--- src/rtl/fix_session_engine.sv ---
// FIX session-layer engine: per-session state machines sharing one event slot
// per cycle, with idle timers and a first-word-fall-through command FIFO.
module fix_session_engine #(
    parameter int NUM_SESS  = 8,
    parameter int SID_W     = 3,
    parameter int HB_TICKS  = 1000,
    parameter int CMD_DEPTH = 4
) (
    input  logic                  clk,
    input  logic                  rst,
    input  logic                  msg_valid_i,
    output logic                  msg_ready_o,
    input  logic [SID_W-1:0]      msg_sess_i,
    input  logic [3:0]            msg_type_i,
    input  logic [2:0]            msg_validity_i,
    input  logic                  ctl_valid_i,
    output logic                  ctl_ready_o,
    input  logic [1:0]            ctl_op_i,
    input  logic [SID_W-1:0]      ctl_sess_i,
    output logic                  cmd_valid_o,
    input  logic                  cmd_ready_i,
    output logic [3:0]            cmd_type_o,
    output logic [SID_W-1:0]      cmd_sess_o,
    output logic                  disc_o,
    output logic                  seq_upd_o,
    output logic                  app_msg_o,
    output logic [SID_W-1:0]      evt_sess_o,
    output logic [3*NUM_SESS-1:0] dbg_state_o
);
    typedef enum logic [2:0] {
        S_DISC = 3'd0, S_LOGON_SENT = 3'd1, S_NORMAL = 3'd2, S_HB_SENT = 3'd3,
        S_RESEND = 3'd4, S_RESEND_LO = 3'd5, S_LOGOUT_SENT = 3'd6
    } sess_state_e;

    localparam logic [3:0] T_LOGON = 4'd1, T_HEARTBEAT = 4'd2, T_RESEND_REQ = 4'd3,
                           T_LOGOUT = 4'd4, T_RESET = 4'd5, T_GAP_FILL = 4'd6,
                           T_BUSINESS = 4'd7;
    localparam logic [2:0] V_VALID = 3'd0, V_SEQ_HIGH = 3'd1, V_SEQ_LOW = 3'd3,
                           V_INVALID = 3'd4;
    localparam logic [1:0] OP_CONNECT = 2'd1, OP_END = 2'd2, OP_RESEND_DONE = 2'd3;
    localparam int TW = $clog2(HB_TICKS + 1);
    localparam int PW = (CMD_DEPTH > 1) ? $clog2(CMD_DEPTH) : 1;
    localparam int CW = $clog2(CMD_DEPTH + 1);
    localparam logic [TW-1:0] RELOAD  = TW'(HB_TICKS - 1);
    localparam logic [CW-1:0] DEPTH_C = CW'(CMD_DEPTH);

    sess_state_e         state_q [NUM_SESS];
    sess_state_e         state_d [NUM_SESS];
    logic [TW-1:0]       cnt_q   [NUM_SESS];
    logic [TW-1:0]       cnt_d   [NUM_SESS];
    logic [NUM_SESS-1:0] pend_q, pend_d, ev_hit;

    logic [3:0]       fifo_type_q [CMD_DEPTH];
    logic [SID_W-1:0] fifo_sess_q [CMD_DEPTH];
    logic [PW-1:0]    rd_ptr_q, wr_ptr_q;
    logic [CW-1:0]    count_q;

    logic             pop, full, msg_acc, ctl_acc, tmo_acc, tmo_any, ev_valid, sess_ok;
    logic [SID_W-1:0] ev_sess, tmo_sess, evt_sess_q;
    sess_state_e      cur_st, nxt_st;
    logic             push, push_en, disc_d, seq_d, app_d, reload;
    logic [3:0]       push_type;
    logic             disc_q, seq_q, app_q;

    // Handshakes: a message/control/command transfers on a cycle where its valid
    // and ready are both high; ready never waits on the same channel's valid.
    // A pop in the same cycle frees a slot, so a full FIFO can still take an event.
    assign pop         = (count_q != '0) && cmd_ready_i;
    assign full        = (count_q == DEPTH_C) && !pop;
    assign msg_ready_o = !full;
    assign ctl_ready_o = !full && !msg_valid_i;
    assign msg_acc     = msg_valid_i && !full;
    assign ctl_acc     = ctl_valid_i && ctl_ready_o;
    assign tmo_acc     = tmo_any && !full && !msg_valid_i && !ctl_valid_i;
    assign ev_valid    = msg_acc || ctl_acc || tmo_acc;
    assign ev_sess     = msg_acc ? msg_sess_i : (ctl_acc ? ctl_sess_i : tmo_sess);
    assign push_en     = ev_valid && push;

    generate
        if (NUM_SESS >= (1 << SID_W)) begin : g_all_sess
            assign sess_ok = 1'b1;
        end else begin : g_sess_chk
            assign sess_ok = ({1'b0, ev_sess} < (SID_W + 1)'(NUM_SESS));
        end
        for (genvar g = 0; g < NUM_SESS; g++) begin : g_dbg
            assign dbg_state_o[3*g +: 3] = state_q[g];
        end
    endgenerate

    always_comb begin
        tmo_any  = 1'b0;
        tmo_sess = '0;
        for (int i = NUM_SESS - 1; i >= 0; i--) begin
            if (pend_q[i]) begin
                tmo_any  = 1'b1;
                tmo_sess = SID_W'(i);
            end
        end
    end

    always_comb begin
        cur_st    = state_q[ev_sess];
        nxt_st    = cur_st;
        push      = 1'b0;
        push_type = '0;
        disc_d    = 1'b0;
        seq_d     = 1'b0;
        app_d     = 1'b0;
        reload    = 1'b0;
        if (ev_valid && sess_ok) begin
            if (msg_acc) begin
                if (cur_st != S_DISC) begin
                    if (msg_validity_i == V_SEQ_LOW || msg_validity_i == V_INVALID) begin
                        disc_d = 1'b1;
                        nxt_st = S_DISC;
                    end else if (msg_validity_i == V_VALID || msg_validity_i == V_SEQ_HIGH) begin
                        reload = 1'b1;
                        case (cur_st)
                            S_LOGON_SENT: begin
                                if (msg_type_i == T_LOGON && msg_validity_i == V_VALID) begin
                                    nxt_st = S_NORMAL;
                                end else if (msg_type_i == T_LOGON) begin
                                    push = 1'b1; push_type = T_RESEND_REQ; nxt_st = S_RESEND;
                                end else begin
                                    disc_d = 1'b1; nxt_st = S_DISC;
                                end
                            end
                            S_NORMAL, S_HB_SENT: begin
                                if (msg_type_i == T_LOGOUT && msg_validity_i == V_VALID) begin
                                    push = 1'b1; push_type = T_LOGOUT; nxt_st = S_DISC;
                                end else if (msg_type_i == T_LOGOUT) begin
                                    push = 1'b1; push_type = T_RESEND_REQ; nxt_st = S_RESEND_LO;
                                end else if (msg_type_i == T_RESEND_REQ) begin
                                    push = 1'b1; push_type = T_GAP_FILL; nxt_st = S_NORMAL;
                                end else if (msg_validity_i == V_SEQ_HIGH) begin
                                    push = 1'b1; push_type = T_RESEND_REQ; nxt_st = S_RESEND;
                                end else if (msg_type_i == T_HEARTBEAT) begin
                                    nxt_st = S_NORMAL;
                                end else if (msg_type_i == T_BUSINESS) begin
                                    app_d = 1'b1; nxt_st = S_NORMAL;
                                end
                            end
                            S_RESEND, S_RESEND_LO: begin
                                if (msg_validity_i == V_SEQ_HIGH && msg_type_i != T_RESET) begin
                                    push = 1'b1; push_type = T_RESEND_REQ;
                                end else if (msg_type_i == T_GAP_FILL || msg_type_i == T_RESET) begin
                                    seq_d = 1'b1;
                                end
                            end
                            S_LOGOUT_SENT: begin
                                if (msg_type_i == T_LOGOUT) begin
                                    disc_d = 1'b1; nxt_st = S_DISC;
                                end else if (msg_type_i == T_RESEND_REQ) begin
                                    push = 1'b1; push_type = T_GAP_FILL;
                                end else if (msg_validity_i == V_VALID) begin
                                    disc_d = 1'b1; nxt_st = S_DISC;
                                end
                            end
                            default: ;
                        endcase
                    end
                end
            end else if (ctl_acc) begin
                case (ctl_op_i)
                    OP_CONNECT: if (cur_st == S_DISC) begin
                        push = 1'b1; push_type = T_LOGON; nxt_st = S_LOGON_SENT;
                    end
                    OP_END: if (cur_st == S_NORMAL || cur_st == S_HB_SENT) begin
                        push = 1'b1; push_type = T_LOGOUT; nxt_st = S_LOGOUT_SENT;
                    end
                    OP_RESEND_DONE: if (cur_st == S_RESEND) begin
                        nxt_st = S_NORMAL;
                    end else if (cur_st == S_RESEND_LO) begin
                        push = 1'b1; push_type = T_LOGOUT; nxt_st = S_LOGOUT_SENT;
                    end
                    default: ;
                endcase
            end else begin
                case (cur_st)
                    S_NORMAL: begin
                        push = 1'b1; push_type = T_HEARTBEAT; nxt_st = S_HB_SENT; reload = 1'b1;
                    end
                    S_LOGON_SENT, S_HB_SENT, S_LOGOUT_SENT: begin
                        disc_d = 1'b1; nxt_st = S_DISC;
                    end
                    S_RESEND, S_RESEND_LO: begin
                        push = 1'b1; push_type = T_RESEND_REQ; reload = 1'b1;
                    end
                    default: ;
                endcase
            end
            if (nxt_st != cur_st && nxt_st != S_DISC) reload = 1'b1;
        end
    end

    // A session in DISC never times out, so leaving for DISC also drops its timer.
    always_comb begin
        for (int i = 0; i < NUM_SESS; i++) begin
            ev_hit[i]  = ev_valid && sess_ok && (ev_sess == SID_W'(i));
            state_d[i] = ev_hit[i] ? nxt_st : state_q[i];
            cnt_d[i]   = cnt_q[i];
            pend_d[i]  = pend_q[i];
            if (state_d[i] == S_DISC) begin
                cnt_d[i]  = '0;
                pend_d[i] = 1'b0;
            end else if (ev_hit[i] && reload) begin
                cnt_d[i]  = RELOAD;
                pend_d[i] = 1'b0;
            end else begin
                if (cnt_q[i] != '0) cnt_d[i] = cnt_q[i] - 1'b1;
                if (cnt_q[i] <= TW'(1)) pend_d[i] = 1'b1;
            end
        end
    end

    always_ff @(posedge clk or negedge rst) begin
        if (!rst) begin
            for (int i = 0; i < NUM_SESS; i++) begin
                state_q[i] <= S_DISC;
                cnt_q[i]   <= '0;
            end
            pend_q     <= '0;
            disc_q     <= 1'b0;
            seq_q      <= 1'b0;
            app_q      <= 1'b0;
            evt_sess_q <= '0;
        end else begin
            for (int i = 0; i < NUM_SESS; i++) begin
                state_q[i] <= state_d[i];
                cnt_q[i]   <= cnt_d[i];
            end
            pend_q     <= pend_d;
            disc_q     <= disc_d;
            seq_q      <= seq_d;
            app_q      <= app_d;
            evt_sess_q <= (disc_d || seq_d || app_d) ? ev_sess : '0;
        end
    end

    always_ff @(posedge clk or negedge rst) begin
        if (!rst) begin
            for (int i = 0; i < CMD_DEPTH; i++) begin
                fifo_type_q[i] <= '0;
                fifo_sess_q[i] <= '0;
            end
            rd_ptr_q <= '0;
            wr_ptr_q <= '0;
            count_q  <= '0;
        end else begin
            if (push_en) begin
                fifo_type_q[wr_ptr_q] <= push_type;
                fifo_sess_q[wr_ptr_q] <= ev_sess;
                wr_ptr_q <= (wr_ptr_q == PW'(CMD_DEPTH - 1)) ? '0 : wr_ptr_q + 1'b1;
            end
            if (pop) rd_ptr_q <= (rd_ptr_q == PW'(CMD_DEPTH - 1)) ? '0 : rd_ptr_q + 1'b1;
            count_q <= count_q + CW'(push_en) - CW'(pop);
        end
    end

    assign cmd_valid_o = (count_q != '0);
    assign cmd_type_o  = cmd_valid_o ? fifo_type_q[rd_ptr_q] : '0;
    assign cmd_sess_o  = cmd_valid_o ? fifo_sess_q[rd_ptr_q] : '0;
    assign disc_o      = disc_q;
    assign seq_upd_o   = seq_q;
    assign app_msg_o   = app_q;
    assign evt_sess_o  = evt_sess_q;
endmodule

--- config.mk ---
export PLATFORM = sky130hd
export DESIGN_NAME = fix_session_engine
export DESIGN_NICKNAME = d
export VERILOG_FILES = /design/src/rtl/fix_session_engine.sv
export SDC_FILE = /design/constraint.sdc
export NUM_CORES = 1
export LEC_CHECK = 0
export CAP_MARGIN = 25
export CORE_MARGIN = 2
export CORE_UTILIZATION = 30
export CTS_CLUSTER_DIAMETER = 30
export DETAILED_ROUTE_END_ITERATION = 16
export PLACE_DENSITY_LB_ADDON = 0.15
export SYNTH_ARGS = -nofsm -noshare
export SYNTH_HDL_FRONTEND = slang
export SYNTH_SLANG_ARGS = --single-unit
--- constraint.sdc ---
create_clock -name clk -period 4.3 [get_ports clk]
set_input_delay 0.86 -clock clk [delete_from_list [all_inputs] [get_ports clk]]
set_output_delay 0.86 -clock clk [all_outputs]
set_load 0.02 [all_outputs]
### Word level (Yosys, flattened, before mapping)

Index checks and enable logic that the tools add are counted.

| word-level totals | value |
|---|---|
| register bits | 153 |
| input port bits | 20 |
| output and inout bits | 40 |
| logic and storage cells | 384 |

| cells by class | value |
|---|---|
| $add $sub $neg | 12 |
| $lt $le $gt $ge | 12 |
| equality and inequality tests | 31 |
| muxes and demuxes | 203 |
| bitwise operators | 3 |
| reduce and logical (&&, ||, !) cells | 84 |

Operators with widths:

| cell | number |
|---|---|
| $mux W10 | 24 |
| $mux W3 | 58 |
| $mux W1 | 92 |
| $le A10 B1 Y1 const B | 8 |
| $reduce_bool A10 Y1 | 8 |
| $sub A10 B1 Y10 const B | 8 |
| $reduce_bool A3 Y1 | 19 |
| $logic_not A3 Y1 | 11 |
| $logic_and A1 B1 Y1 | 30 |
| $mux W4 | 7 |
| $eq A3 B3 Y1 const B | 9 |
| $pmux W3 S3 | 3 |
| $bwmux W16 | 1 |
| $eq A4 B3 Y1 const B | 4 |
| $eq A3 B2 Y1 const B | 5 |
| $bwmux W12 | 1 |
| $mux W2 | 6 |
| $pmux W3 S4 | 1 |
| $bmux W3 S3 | 1 |
| $eq A3 B1 Y1 const B | 3 |
| $bmux W4 S2 | 1 |
| $demux W4 S2 | 1 |
| $eq A2 B2 Y1 const B | 4 |
| $eq A4 B2 Y1 const B | 2 |
| 23 further kinds | 38 |

### Depth between registers and ports, before layout

Gate-level depths: netlist (run 1).

| depth | value |
|---|---|
| word-level depth | 33 |
| depth in mapped cells | 24 |
| mapped depth without buffers | 20 |

### Worst setup path before layout (run 1)

No wires, ideal clock.

| timing path | value |
|---|---|
| path kind | input -> register |
| start | in cmd_ready_i |
| end | reg count_q[2] |
| setup time | 0.128 ns |
| arrival | 4.699 ns |
| data required time | 4.172 ns |
| slack | -0.527 ns |
| cell stages on the path | 23 |
| buffers on the path | 4 |
| path through | nor4b_4 -> inv_4 -> and2_1 -> a22o_1 -> buf_2 -> a2111oi_1 -> or4_4 -> buf_6 -> buf_2 -> nand2_1 -> o22ai_1 -> a31oi_1 -> nor3_1 -> a31o_2 -> buf_2 -> inv_1 -> ha_1 -> inv_1 -> ha_1 -> inv_1 -> fa_1 -> xnor2_1 -> xnor2_1 |

| on the way | value |
|---|---|
| word-level cells in the longest chain between the ends | 23 |
| elaborated cells between the ends (all ways) | 46 |
| those cells by class | 2 x add/sub; 6 x eq/ne; 18 x mux; 1 x bitwise; 19 x reduce/logical |

Ends and longest elaborated chain:

| element | RTL line | text |
|---|---|---|
| from (decl) | 21 | `input logic cmd_ready_i,` |
| $logic_and A1 B1 Y1 (*) | 68 | `assign pop = (count_q != '0) && cmd_ready_i;` |
| $logic_not A1 Y1 (*) | 69 | `assign full = (count_q == DEPTH_C) && !pop;` |
| $logic_and A1 B1 Y1 (*) | 69 |  |
| $logic_not A1 Y1 (*) | - |  |
| net msg_ready_o | 12 | `output logic msg_ready_o,` |
| $logic_and A1 B1 Y1 | 71 | `assign ctl_ready_o = !full && !msg_valid_i;` |
| $logic_and A1 B1 Y1 | 73 | `assign ctl_acc = ctl_valid_i && ctl_ready_o;` |
| $mux W3 (2 in a row) | 76 | `assign ev_sess = msg_acc ? msg_sess_i : (ctl_acc ? ctl_sess_i : tmo_sess);` |
| [... 7 more ...] | - |  |
| $mux W1 | 116 | `end else if (msg_validity_i == V_VALID \|\| msg_validity_i == V_SEQ_HIGH) begin` |
| $mux W1 | 113 | `if (msg_validity_i == V_SEQ_LOW \|\| msg_validity_i == V_INVALID) begin` |
| $mux W1 | 112 | `if (cur_st != S_DISC) begin` |
| $mux W1 | 111 | `if (msg_acc) begin` |
| $mux W1 | 110 | `if (ev_valid && sess_ok) begin` |
| $logic_and A1 B1 Y1 (*) | 77 | `assign push_en = ev_valid && push;` |
| $add A3 B1 Y3 (*) | 256 | `count_q <= count_q + CW'(push_en) - CW'(pop);` |
| $sub A3 B1 Y3 (*) | 256 |  |
| to (signal assigned) | 256 |  |
| to (decl) | 56 | `logic [CW-1:0] count_q;` |

Mark *: on every way through the listed nets, which the timed path passes. The rest lies on a longest branch. The select of a mux whose other input is x is not followed.
A chain may end at the register's enable or synchronous reset.

### Worst setup path after layout (run 1)

| timing path | value |
|---|---|
| start | reg pend_q[3] |
| end | reg cnt_q[13] (netlist name) |

| on the way | value |
|---|---|
| word-level cells in the longest chain between the ends | 29 |
| elaborated cells between the ends (all ways) | 70 |
| those cells by class | 8 x eq/ne; 45 x mux; 1 x bitwise; 16 x reduce/logical |

Ends and longest elaborated chain:

| element | RTL line | text |
|---|---|---|
| from (decl) | 51 | `logic [NUM_SESS-1:0] pend_q, pend_d, ev_hit;` |
| from (signal assigned) | 232 | `pend_q <= pend_d;` |
| $mux W3 (4 in a row) | 94 | `if (pend_q[i]) begin` |
| $mux W3 (2 in a row) | 76 |  |
| $not A3 Y4 (implied by the code) | 102 | `cur_st = state_q[ev_sess];` |
| $bmux W3 S3 | 102 |  |
| $mux W3 (implied by the code) (2 in a row) | 102 |  |
| $mux W3 | 139 | `end else if (msg_type_i == T_BUSINESS) begin` |
| $mux W3 | 137 | `end else if (msg_type_i == T_HEARTBEAT) begin` |
| $mux W3 | 135 | `end else if (msg_validity_i == V_SEQ_HIGH) begin` |
| [... 8 more ...] | - |  |
| $mux W3 | 110 |  |
| $ne A3 B3 Y1 or $reduce_bool A3 Y1 (tied branches) | 192 | `if (nxt_st != cur_st && nxt_st != S_DISC) reload = 1'b1;` |
| $logic_and A1 B1 Y1 | 192 |  |
| $mux W1 | 192 |  |
| $mux W1 | 110 |  |
| $logic_and A1 B1 Y1 | 206 | `end else if (ev_hit[i] && reload) begin` |
| $mux W10 | 206 |  |
| $mux W10 | 203 | `if (state_d[i] == S_DISC) begin` |
| to (signal, indexed assignment) | 230 | `cnt_q[i] <= cnt_d[i];` |
| to (decl) | 49 | `logic [TW-1:0] cnt_q [NUM_SESS];` |

Several ways; a longest one is shown, not always the timed one. The select of a mux whose other input is x is not followed.

==> results.yml, run 1 <==
run_status:
  outcome: "finished, final reports clean"
worst_setup_path:
  cp-start-kind: "flop"
  worstSetupEndpointType: "flop"
  crit_type: "reg -> reg"
  critPathArrivalTime_ns: 4.65
  critPathRequiredTime_ns: 4.65
  path_max_fanout: 7
synthesis:
  synth_mux_area_share_pct: 8.21
  synth_enable_flop_cells: 0
  synth_area_leaders: "dfrtp_1 41%, mux2_2 5.3%, xnor2_1 3.6%"
  synth_most_common_cell: "dfrtp_1"
  synth-simple-area-share_pct: 18.5
  ys_async_sr_fraction_pct: 100
  synth_xor_area_share_pct: 5.75
  synthDistinctLibCells: 86
  synthCells: 927
  ys.flop_type: "dfrtp_1"
  synth_common_cells: "149 x dfrtp_1, 82 x nand2_1, 69 x nor2_1"
  synthAdderAreaFrac_pct: 3.42
  yosysWarnings: 0
  yosys.area.top_type_share_pct: 41.5
  syn-num-nets: 971
  ys_ff_latch: 149
  syn_avg_cell_area_um2: 9.70
  ys_seq_area_share_pct: 41.5
  synth_area_leader_cell: "dfrtp_1"
  syn-cell-area_mm2: 0.00899
  synth_top_family_by_area: "compound AO/OA/AOI/OAI gates"
  synth_compound_area_share_pct: 18.7
place:
  placed_cell_area_mm2: 0.0113
  hpwl_um: 19700
  numPortBuffers: 58
  gp_congestion: 0.853
job:
  maxCapViolCount: 0
sta:
  fmax_mhz: 233
  maxSlewViolCount: 0
  hold_violations: 0
  finalSetupViolCount: 0
  worst_pin_slew_ns: 0.793
  min_period_ns: 4.30
  hold_ws_ns: 0.493
  slew_headroom_pct: 47.1
  rsz0062_at_grt: "yes"
  period_share_pct: 100
  tns_ns: 0
  fin_worst_skew_ns: 0.0201
grt:
  grt_max_degree: 82
  grt_antenna_before_repair: 0
  overflow: 0
  grtUsageTotal_pct: 17.5
  grt_pass1_vias: 7950
  grt_pass1_wl_um: 43000
cts:
  root_buffer: "clkbuf_16"
  cts_tree: "done"
  ctsHoldBuffers: 0
  cts_made_buffers: 17
  cts_max_level: 4
  clock-sinks: 149
  cts_buffer_depth: 2
  cts.clk_slew.worst_paths_ns: 0.07
  clk_latency_ns: 0.43
cells_and_area:
  final_area_mm2: 0.0127
  areaGrowthSynthToFinish_pct: 40.9
  n_antenna_cell: 0
  nNetsFinal: 1199
  drive_gt1_share_pct: 34.4
  fin_util_pct: 42.9
route:
  num_vias: 7798
  drt-pass1-iter-count: 7
  vias_per_cell: 5.01
  drt_iter0_drc: 449
  drt.antenna.violating_nets: 0
  drt_wl_total_um: 26200
  wl_per_cell_um: 16.9
  drcViolationCount: 0
floorplanning:
  core_area_mm2: 0.0296
  fp.dieH_um: 177
  rows: 63
  die_w_um: 177
  io_pins: 60
  initial_core_util_pct: 30.4
  dieArea_mm2: 0.0314
pwr:
  ir_drop_mv: 0.369
  power_density_mw_per_mm2: 979
  power.leakage_nw: 5.38
  power.total_mw: 12.4
worst_hold_path:
  hold_class: "in -> async"
==> sequential cells by signal (all words and copies together), names as in the netlist <==
register / cells
cnt_q: 80
dbg_state_o: 24
fifo_sess_q: 12
fifo_type_q: 12
pend_q: 8
count_q: 3
evt_sess_o: 3
rd_ptr_q: 2
wr_ptr_q: 2
app_msg_o: 1
disc_o: 1
seq_upd_o: 1
==> per-layer routing <==
layer / part of all wire (%) / up-vias / global-route usage [%]
li1: - / 3839 / -
met1: 48 / 3831 / 23.8
met2: 47 / 103 / 28.1
met3: 3.7 / 25 / 3.84
met4: 1.2 / 0 / 4.61
met5: 0 / - / 0
==> cells in the final DEF, fill, tap and decap left out, types with 5 or more instances in the layout <==
| cell | instances |
|---|---|
| or4_1 | 8 |
| a31oi_1 | 7 |
| or3_1 | 22 |
| xor2_1 | 17 |
| buf_6 | 26 |
| mux2i_1 | 11 |
| a211oi_2 | 10 |
| nor2_1 | 66 |
| a21oi_4 | 5 |
| ha_1 | 21 |
| xnor2_1 | 36 |
| buf_12 | 10 |
| o21a_1 | 8 |
| mux2_2 | 42 |
| o21ai_4 | 5 |
| o21ai_0 | 26 |
| inv_1 | 36 |
| o211ai_4 | 5 |
| o21ai_2 | 14 |
| a21oi_2 | 8 |
| nand2_1 | 76 |
| nor4_1 | 15 |
| clkdlybuf4s50_1 | 54 |
| nor3_2 | 6 |
| mux4_2 | 6 |
| and2_1 | 16 |
| nor4_2 | 8 |
| nor3_1 | 43 |
| o21ai_1 | 21 |
| a21oi_1 | 55 |
| buf_4 | 147 |
| clkbuf_16 | 17 |
| a311oi_1 | 5 |
| nand3_1 | 15 |
| dfrtp_1 | 149 |
==> worst max-delay path, stage by stage, from the launching register on <==
cell and delay, ns:
dfrtp_1 0.41, or4_4 0.60, a211oi_4 0.21, o22a_1 0.22, buf_12 0.15, a2111oi_4 0.08, buf_4 0.16, or4_4 0.56
or4_4 0.54, o311ai_4 0.13, o21ai_4 0.14, xnor2_4 0.25, a21oi_4 0.13, buf_12 0.16, o32a_1 0.34, a21oi_1 0.13
==> through the flow <==
stage | std cells | setup slack [ns]
after floorplan | 927 | -0.389
after global placement | 1499 | -1.01
after detailed placement | 1499 | -1.02
after CTS | 1535 | 0.00854
after global routing | 1556 | -0.172
final | 1556 | 0.000350
==> repair_timing <==
| action | CTS | global route |
|---|---|---|
| setup endpoints to repair | 119 | 90 |
| setup buffers | 6 | 22 |
| gates cloned | 1 | 0 |
| gates resized for setup | 46 | 101 |
| pin swaps | 21 | 31 |
==> power by group <==
part           internal (mW)  switching (mW)
logic                   4.10            4.19
registers               2.04           0.613
clock network          0.848           0.603
total                   7.00            5.40
==> worst paths after layout <==
kind	start	end	slack (ns)	depth (start not counted)
setup / recovery	pend_q[3]$_DFFE_PN0P_	cnt_q[13]$_DFFE_PN0P_	0.0003	15
hold / removal	rst	fifo_type_q[9]$_DFFE_PN0P_	0.49	1
setup reg to reg	pend_q[3]$_DFFE_PN0P_	cnt_q[13]$_DFFE_PN0P_	0.0003	15
hold reg to reg	fifo_sess_q[3]$_DFFE_PN0P_	fifo_sess_q[3]$_DFFE_PN0P_	0.50	1
max in group asynchronous	rst	cnt_q[75]$_DFFE_PN0P_	2.92	2
min in group clk	fifo_sess_q[3]$_DFFE_PN0P_	fifo_sess_q[3]$_DFFE_PN0P_	0.50	1
==> area by class of cell <==
class,count,area (um^2)
Clock buffer,18,429
Clock inverter,12,131
Fill cell,2909,16900
Inverter,41,159
Multi-Input combinational cell,706,5570
Sequential cell,149,3730
Tap cell,390,488
Timing Repair Buffer,240,2170
==> cell families (layout without fill, tap and decap cells) <==
family	count (synthesis)	after routing
adder cells (fa/ha/maj)	24	24
buffers and inverters	73	311
AO/OA/AOI/OAI	233	233
XOR/XNOR	56	56
other	1	1
flip-flops	149	149
AND/OR/NAND/NOR	330	331
multiplexers	61	61
Note: power is estimated with default switching activity, not from simulation.
==> inputs of run 2 (changes only) <==
CORE_MARGIN = 4   (was 2)
CTS_BUF_LIST = sky130_fd_sc_hd__clkbuf_2 sky130_fd_sc_hd__clkbuf_4 sky130_fd_sc_hd__clkbuf_8   (was unset)
PLACE_DENSITY_LB_ADDON = 0.3   (was 0.15)
==> run 2 against run 1 <==
The flow now finishes with violations (setup timing). Final area fell by 2.4%. Flip-flop and latch count unchanged. Combinational power is 4.9% lower. Largest power group unchanged. Worst hold slack worse by 0.023 ns. Highest routed layer unchanged. Core utilization fell by 1.1 points.
==> results.yml, run 2 (synthesized netlist as in run 1, its figures left out) <==
worst_setup_path:
  cp-start-kind: "flop"
  critPathArrivalTime_ns: 4.65
  slowest_delay_ns: 0.61
  worstSetupEndpointType: "flop"
  critPathRequiredTime_ns: 4.62
  critPathSlowestCell: "or4_4"
  path_max_fanout: 7
  crit_chain: "or4_4 > a211oi_4 > o22a_1 > buf_12 > a2111oi_4 > or4_4 > buf_6 > o21ai_2 > a21oi_1 > a31oi_1 > nor3_1 > a31o_2 > inv_2 > ha_4 > inv_4 > ha_4 > inv_2 > fa_2 > xnor2_2 > xnor2_1"
  crit_type: "reg -> reg"
sta:
  maxSlewViolCount: 0
  min_period_ns: 4.32
  slew_headroom_pct: 39.5
  rsz0062_at_grt: "yes"
  period_share_pct: 101
  fin_worst_skew_ns: 0.0177
  layout_setup_ws_ns: -0.0245
  fmax_mhz: 231
  finalSetupViolCount: 1
  hold_ws_ns: 0.469
  worst_pin_slew_ns: 0.908
  hold_violations: 0
pwr:
  power.leakage_nw: 5.30
  power.total_mw: 11.7
  power_density_mw_per_mm2: 950
  ir_drop_mv: 0.348
floorplanning:
  dieArea_mm2: 0.0328
  fp.dieH_um: 181
  initial_core_util_pct: 30.3
  core_area_mm2: 0.0296
  io_pins: 60
  rows: 63
  die_w_um: 181
cells_and_area:
  largest_register_ffs: 80
  stdcell_count: 1560
  nNetsFinal: 1203
  largest-register: "cnt_q"
  drive_gt1_share_pct: 33.8
  n_antenna_cell: 0
  fin_util_pct: 41.7
  layout_commonest_cell: "buf_4"
  areaGrowthSynthToFinish_pct: 37.5
  layout_common_cells: "167 x buf_4, 149 x dfrtp_1, 77 x nand2_1, 64 x nor2_1, 56 x a21oi_1"
cts:
  clk_latency_ns: 0.44
  cts_max_level: 4
  root_buffer: "clkbuf_8"
  ctsHoldBuffers: 0
  cts_buffer_depth: 2
  cts_made_buffers: 17
  clock-sinks: 149
  cts_tree: "done"
  cts.clk_slew.worst_paths_ns: 0.09
route:
  wl_per_cell_um: 16.0
  drt_wl_total_um: 24900
  drt-pass1-iter-count: 5
  num_vias: 7884
  drt_iter0_drc: 449
  vias_per_cell: 5.05
  drcViolationCount: 0
  drt.antenna.violating_nets: 0
grt:
  grtUsageTotal_pct: 15.0
  grt_max_degree: 97
  grt_pass1_wl_um: 40600
  overflow: 0
  grt_antenna_before_repair: 0
  grt_pass1_vias: 7839
place:
  numPortBuffers: 58
  gp_congestion: 0.886
  place_ws_ns: -1.14
  hpwl_um: 18500
  dp.cells: 1504
run_status:
  outcome: "finished, violations left"
  violations: "setup timing"
job:
  maxCapViolCount: 0
worst_hold_path:
  hold_class: "in -> async"
[run 2: path summary, 6_finish.rpt]
check / start / cells after the start / to / slack (ns)
min in group clk: fifo_sess_q[11]$_DFFE_PN0P_ / 1 / fifo_sess_q[11]$_DFFE_PN0P_ / 0.51
worst min-delay path: rst / 1 / fifo_type_q[12]$_DFFE_PN0P_ / 0.47
worst min register to register: fifo_sess_q[11]$_DFFE_PN0P_ / 1 / fifo_sess_q[11]$_DFFE_PN0P_ / 0.51
max in group asynchronous: rst / 2 / cnt_q[69]$_DFFE_PN0P_ / 3.02
worst max register to register: pend_q[0]$_DFFE_PN0P_ / 20 / count_q[2]$_DFF_PN0_ / -0.02
worst max-delay path: pend_q[0]$_DFFE_PN0P_ / 20 / count_q[2]$_DFF_PN0_ / -0.02
[run 2: power breakdown]
part / switching [mW] / internal [mW]
Clock: 0.544 / 0.653
Combinational: 4.00 / 3.88
Sequential: 0.626 / 2.04
Total: 5.17 / 6.57
[run 2: stage by stage]
step / setup TNS, ns / area [um^2]
3_5_place_dp: -119.41 / 11300
6_report: -0.0245 / 12400
4_1_cts: 0 / 12000
5_1_grt: -1.42 / 12400
3_3_place_gp: -102.48 / 11300
2_1_floorplan: -1.24 / 9130
[run 2: per-layer routing]
layer	part of all wire (%)	track usage [%]	routed length, um	vias to the layer above
met4	1.6	3.60	406	0
li1	-	-	-	3850
met1	47	20.9	11700	3845
met2	47	24.3	11700	161
met5	0	0	0	-
met3	4.5	2.84	1130	28
[run 2: cell type report]
class / count / area (um^2)
Fill cell: 2872 / 17300
Multi-Input combinational cell: 706 / 5450
Sequential cell: 149 / 3730
Timing Repair Buffer: 244 / 2110
Tap cell: 390 / 488
Clock buffer: 19 / 255
Clock inverter: 11 / 176
Inverter: 41 / 159
[run 2: repair_timing]
| action | in CTS | in global routing |
|---|---|---|
| setup buffers | 16 | 9 |
| cloned | 1 | 0 |
| endpoints found under the setup margin | 128 | 85 |
| pin swaps | 18 | 15 |
| hold endpoints to repair | 0 | 0 |
| gates resized for setup | 42 | 64 |
[run 2: worst max-delay path, delay by kind of cell, from the launching register on]
family	cells	cell delay (ns)
AOI/OAI and AO/OA	7	1.06
xor gates and xnor gates	2	0.27
adders and majority gates	3	0.69
buffers and inverters	5	0.46
DFF	1	0.40
and+or+nand+nor	3	1.29
==> inputs of run 3 (changes only) <==
DONT_BUFFER_PORTS = 1   (was unset)
PLACE_DENSITY = 0.52   (was unset)
PLACE_DENSITY_LB_ADDON = unset   (was 0.3)
SKIP_LAST_GASP = 1   (was unset)
==> run 3 against run 2 <==
Critical path type unchanged. First-iteration DRC count is 9.6% higher. Worst hold slack worse by 0.37 ns. Final cell count fell by 6.8%. Highest routed layer unchanged. Clock skew grew 0.0011 ns. Final area fell by 8.8%. Core utilization shrank 3.7 points. Count of clock-buffer cells in the layout is 3 higher. Non-clock buffer count decreased by 107. Sequential share of layout area increased by 2.9 points. Total power shrank 6.7%. The flow now finishes without violations. Sequential power rose by 6%. Critical endpoint unchanged.
==> results.yml, run 3 (synthesized netlist as in run 1, its figures left out) <==
job:
  maxCapViolCount: 0
cts:
  cts_max_level: 4
  cts_tree: "done"
  root_buffer: "clkbuf_8"
  ctsHoldBuffers: 0
  clk_latency_ns: 0.45
  cts.clk_slew.worst_paths_ns: 0.09
  cts_buffer_depth: 2
  clock-sinks: 149
  cts_made_buffers: 17
route:
  wl_per_cell_um: 16.8
  drt.antenna.violating_nets: 0
  drcViolationCount: 0
  vias_per_cell: 5.13
  drt_wl_total_um: 24500
  drt_iter0_drc: 492
  num_vias: 7456
  drt-pass1-iter-count: 7
cells_and_area:
  fin_util_pct: 38.0
  areaGrowthSynthToFinish_pct: 25.4
  nNetsFinal: 1095
  layout_common_cells: "149 x dfrtp_1, 122 x buf_4, 78 x nand2_1, 68 x nor2_1, 61 x a21oi_1"
  drive_gt1_share_pct: 29.9
  largest_register_ffs: 80
  layout_commonest_cell: "dfrtp_1"
  final_area_mm2: 0.0113
  n_antenna_cell: 0
  largest-register: "cnt_q"
pwr:
  power_density_mw_per_mm2: 971
  p_int_mw: 6.00
  comb_power_share_pct: 62.8
  p_clk_share_pct: 11.4
  seqPwrFrac_pct: 25.9
  switching_share_pct: 45.2
  p_sw_mw: 4.95
  power.leakage_nw: 4.79
  ir_drop_mv: 0.432
worst_setup_path:
  crit_start: "pend_q[3]$_DFFE_PN0P_"
  ff2ff_setup_slack_ns: 0.04
  r2r-end: "count_q[2]$_DFF_PN0_"
  cp-start-kind: "flop"
  worstSetupEndpointType: "flop"
  critPathRequiredTime_ns: 4.64
  r2r-start: "pend_q[3]$_DFFE_PN0P_"
  path_max_fanout: 5
  crit_type: "reg -> reg"
  critPathArrivalTime_ns: 4.60
  r2r_cells: 20
  endpoint: "count_q[2]$_DFF_PN0_"
sta:
  maxSlewViolCount: 0
  layout_setup_ws_ns: 0.0396
  fin_worst_skew_ns: 0.0187
  tns_ns: 0
  rsz0062_at_grt: "yes"
  period_share_pct: 99.1
  min_period_ns: 4.26
  worst_pin_slew_ns: 0.868
  fmax_mhz: 235
  hold_violations: 0
  slew_headroom_pct: 41.6
  finalSetupViolCount: 0
grt:
  grt_pass1_vias: 7277
  grt_max_degree: 150
  grtUsageTotal_pct: 14.8
  overflow: 0
  grt_antenna_before_repair: 0
  grt_pass1_wl_um: 39500
floorplanning:
  rows: 63
  core_area_mm2: 0.0296
  io_pins: 60
  dieArea_mm2: 0.0328
  initial_core_util_pct: 30.3
  die_w_um: 181
  fp.dieH_um: 181
place:
  numPortBuffers: 0
  place_ws_ns: -0.427
  hpwl_um: 18400
  placed_cell_area_mm2: 0.0104
  gp_congestion: 0.876
worst_hold_path:
  hold_class: "in -> async"
run_status:
  outcome: "finished, final reports clean"
-- run 3: cell types whose count changed in the layout (fill, tap and decap cells not counted), moves of 4 or more --
cell             delta
buf_6               -6
buf_4              -45
nor2_1              +4
a21oi_1             +5
clkdlybuf4s50_1    -54
o21ai_1             +8
o21ai_2             -6
-- run 3: power groups by stage --
| stage | clock network (mW) | logic (mW) | registers [mW] |
|---|---|---|---|
| 6_report | 1.25 | 6.87 | 2.83 |
| 5_1_grt | 1.35 | 7.51 | 2.92 |
| 4_1_cts | 1.29 | 6.36 | 2.84 |
| 3_5_place_dp | 0 | 6.28 | 2.86 |
| 3_3_place_gp | 0 | 6.22 | 2.85 |
| 2_1_floorplan | 0 | 4.33 | 2.59 |
-- run 3: how the worst min path moves through the flow --
stage	start	endpoint	slack [ns]
global placement	fifo_sess_q[11]$_DFFE_PN0P_	fifo_sess_q[11]$_DFFE_PN0P_	0.48
global route	rst	cnt_q[20]$_DFFE_PN0P_	0.06
detailed placement	fifo_sess_q[5]$_DFFE_PN0P_	fifo_sess_q[5]$_DFFE_PN0P_	0.49
floorplan	fifo_sess_q[3]$_DFFE_PN0P_	fifo_sess_q[3]$_DFFE_PN0P_	0.47
finish	rst	fifo_type_q[12]$_DFFE_PN0P_	0.1
CTS	rst	cnt_q[20]$_DFFE_PN0P_	0.07
-- run 3: layout make-up --
cell class,instances,area [um^2]
well taps,390,488
clock inverters,10,168
fillers,2987,18400
multi-input cells,705,5300
repair buffers,137,1150
inverters,41,159
clock buffers,22,290
flip-flops and latches,149,3730
-- run 3: worst max-delay path, stage by stage (launching register included) --
cell       delay [ns]
dfrtp_1          0.41
or4_4            0.57
a211oi_2         0.24
o22a_1           0.24
buf_12           0.16
a2111oi_4        0.08
or4_4            0.63
buf_6            0.16
o21ai_1          0.07
a21oi_1          0.08
a31oi_1          0.14
nor3_1           0.07
a31o_2           0.24
inv_2            0.06
ha_4             0.19
inv_4            0.05
ha_4             0.11
inv_2            0.03
fa_2             0.34
xnor2_2          0.14
xnor2_1          0.13
-- run 3: layer usage --
metal  share of wire, %  up-vias  global-route usage (%)
met5                  0        -                       0
met4                2.1        0                    4.02
met3                6.0       28                    4.27
met2                 47      169                    23.7
met1                 45     3629                    19.7
li1                   -     3630                       -
-- run 3: metrics by stage --
stage	hold WS, ns	cells	power [mW]
finish	0.0978	1454	10.9
global placement	0.483	1409	9.07
global route	0.0613	1454	11.8
floorplan	0.474	927	6.92
detailed placement	0.489	1409	9.14
CTS	0.0657	1444	10.5
-- run 3: what timing repair did --
action,in CTS,in global routing
pin swaps,1,19
resized for setup,2,59
setup buffers,3,11
endpoints found under the setup margin,13,72
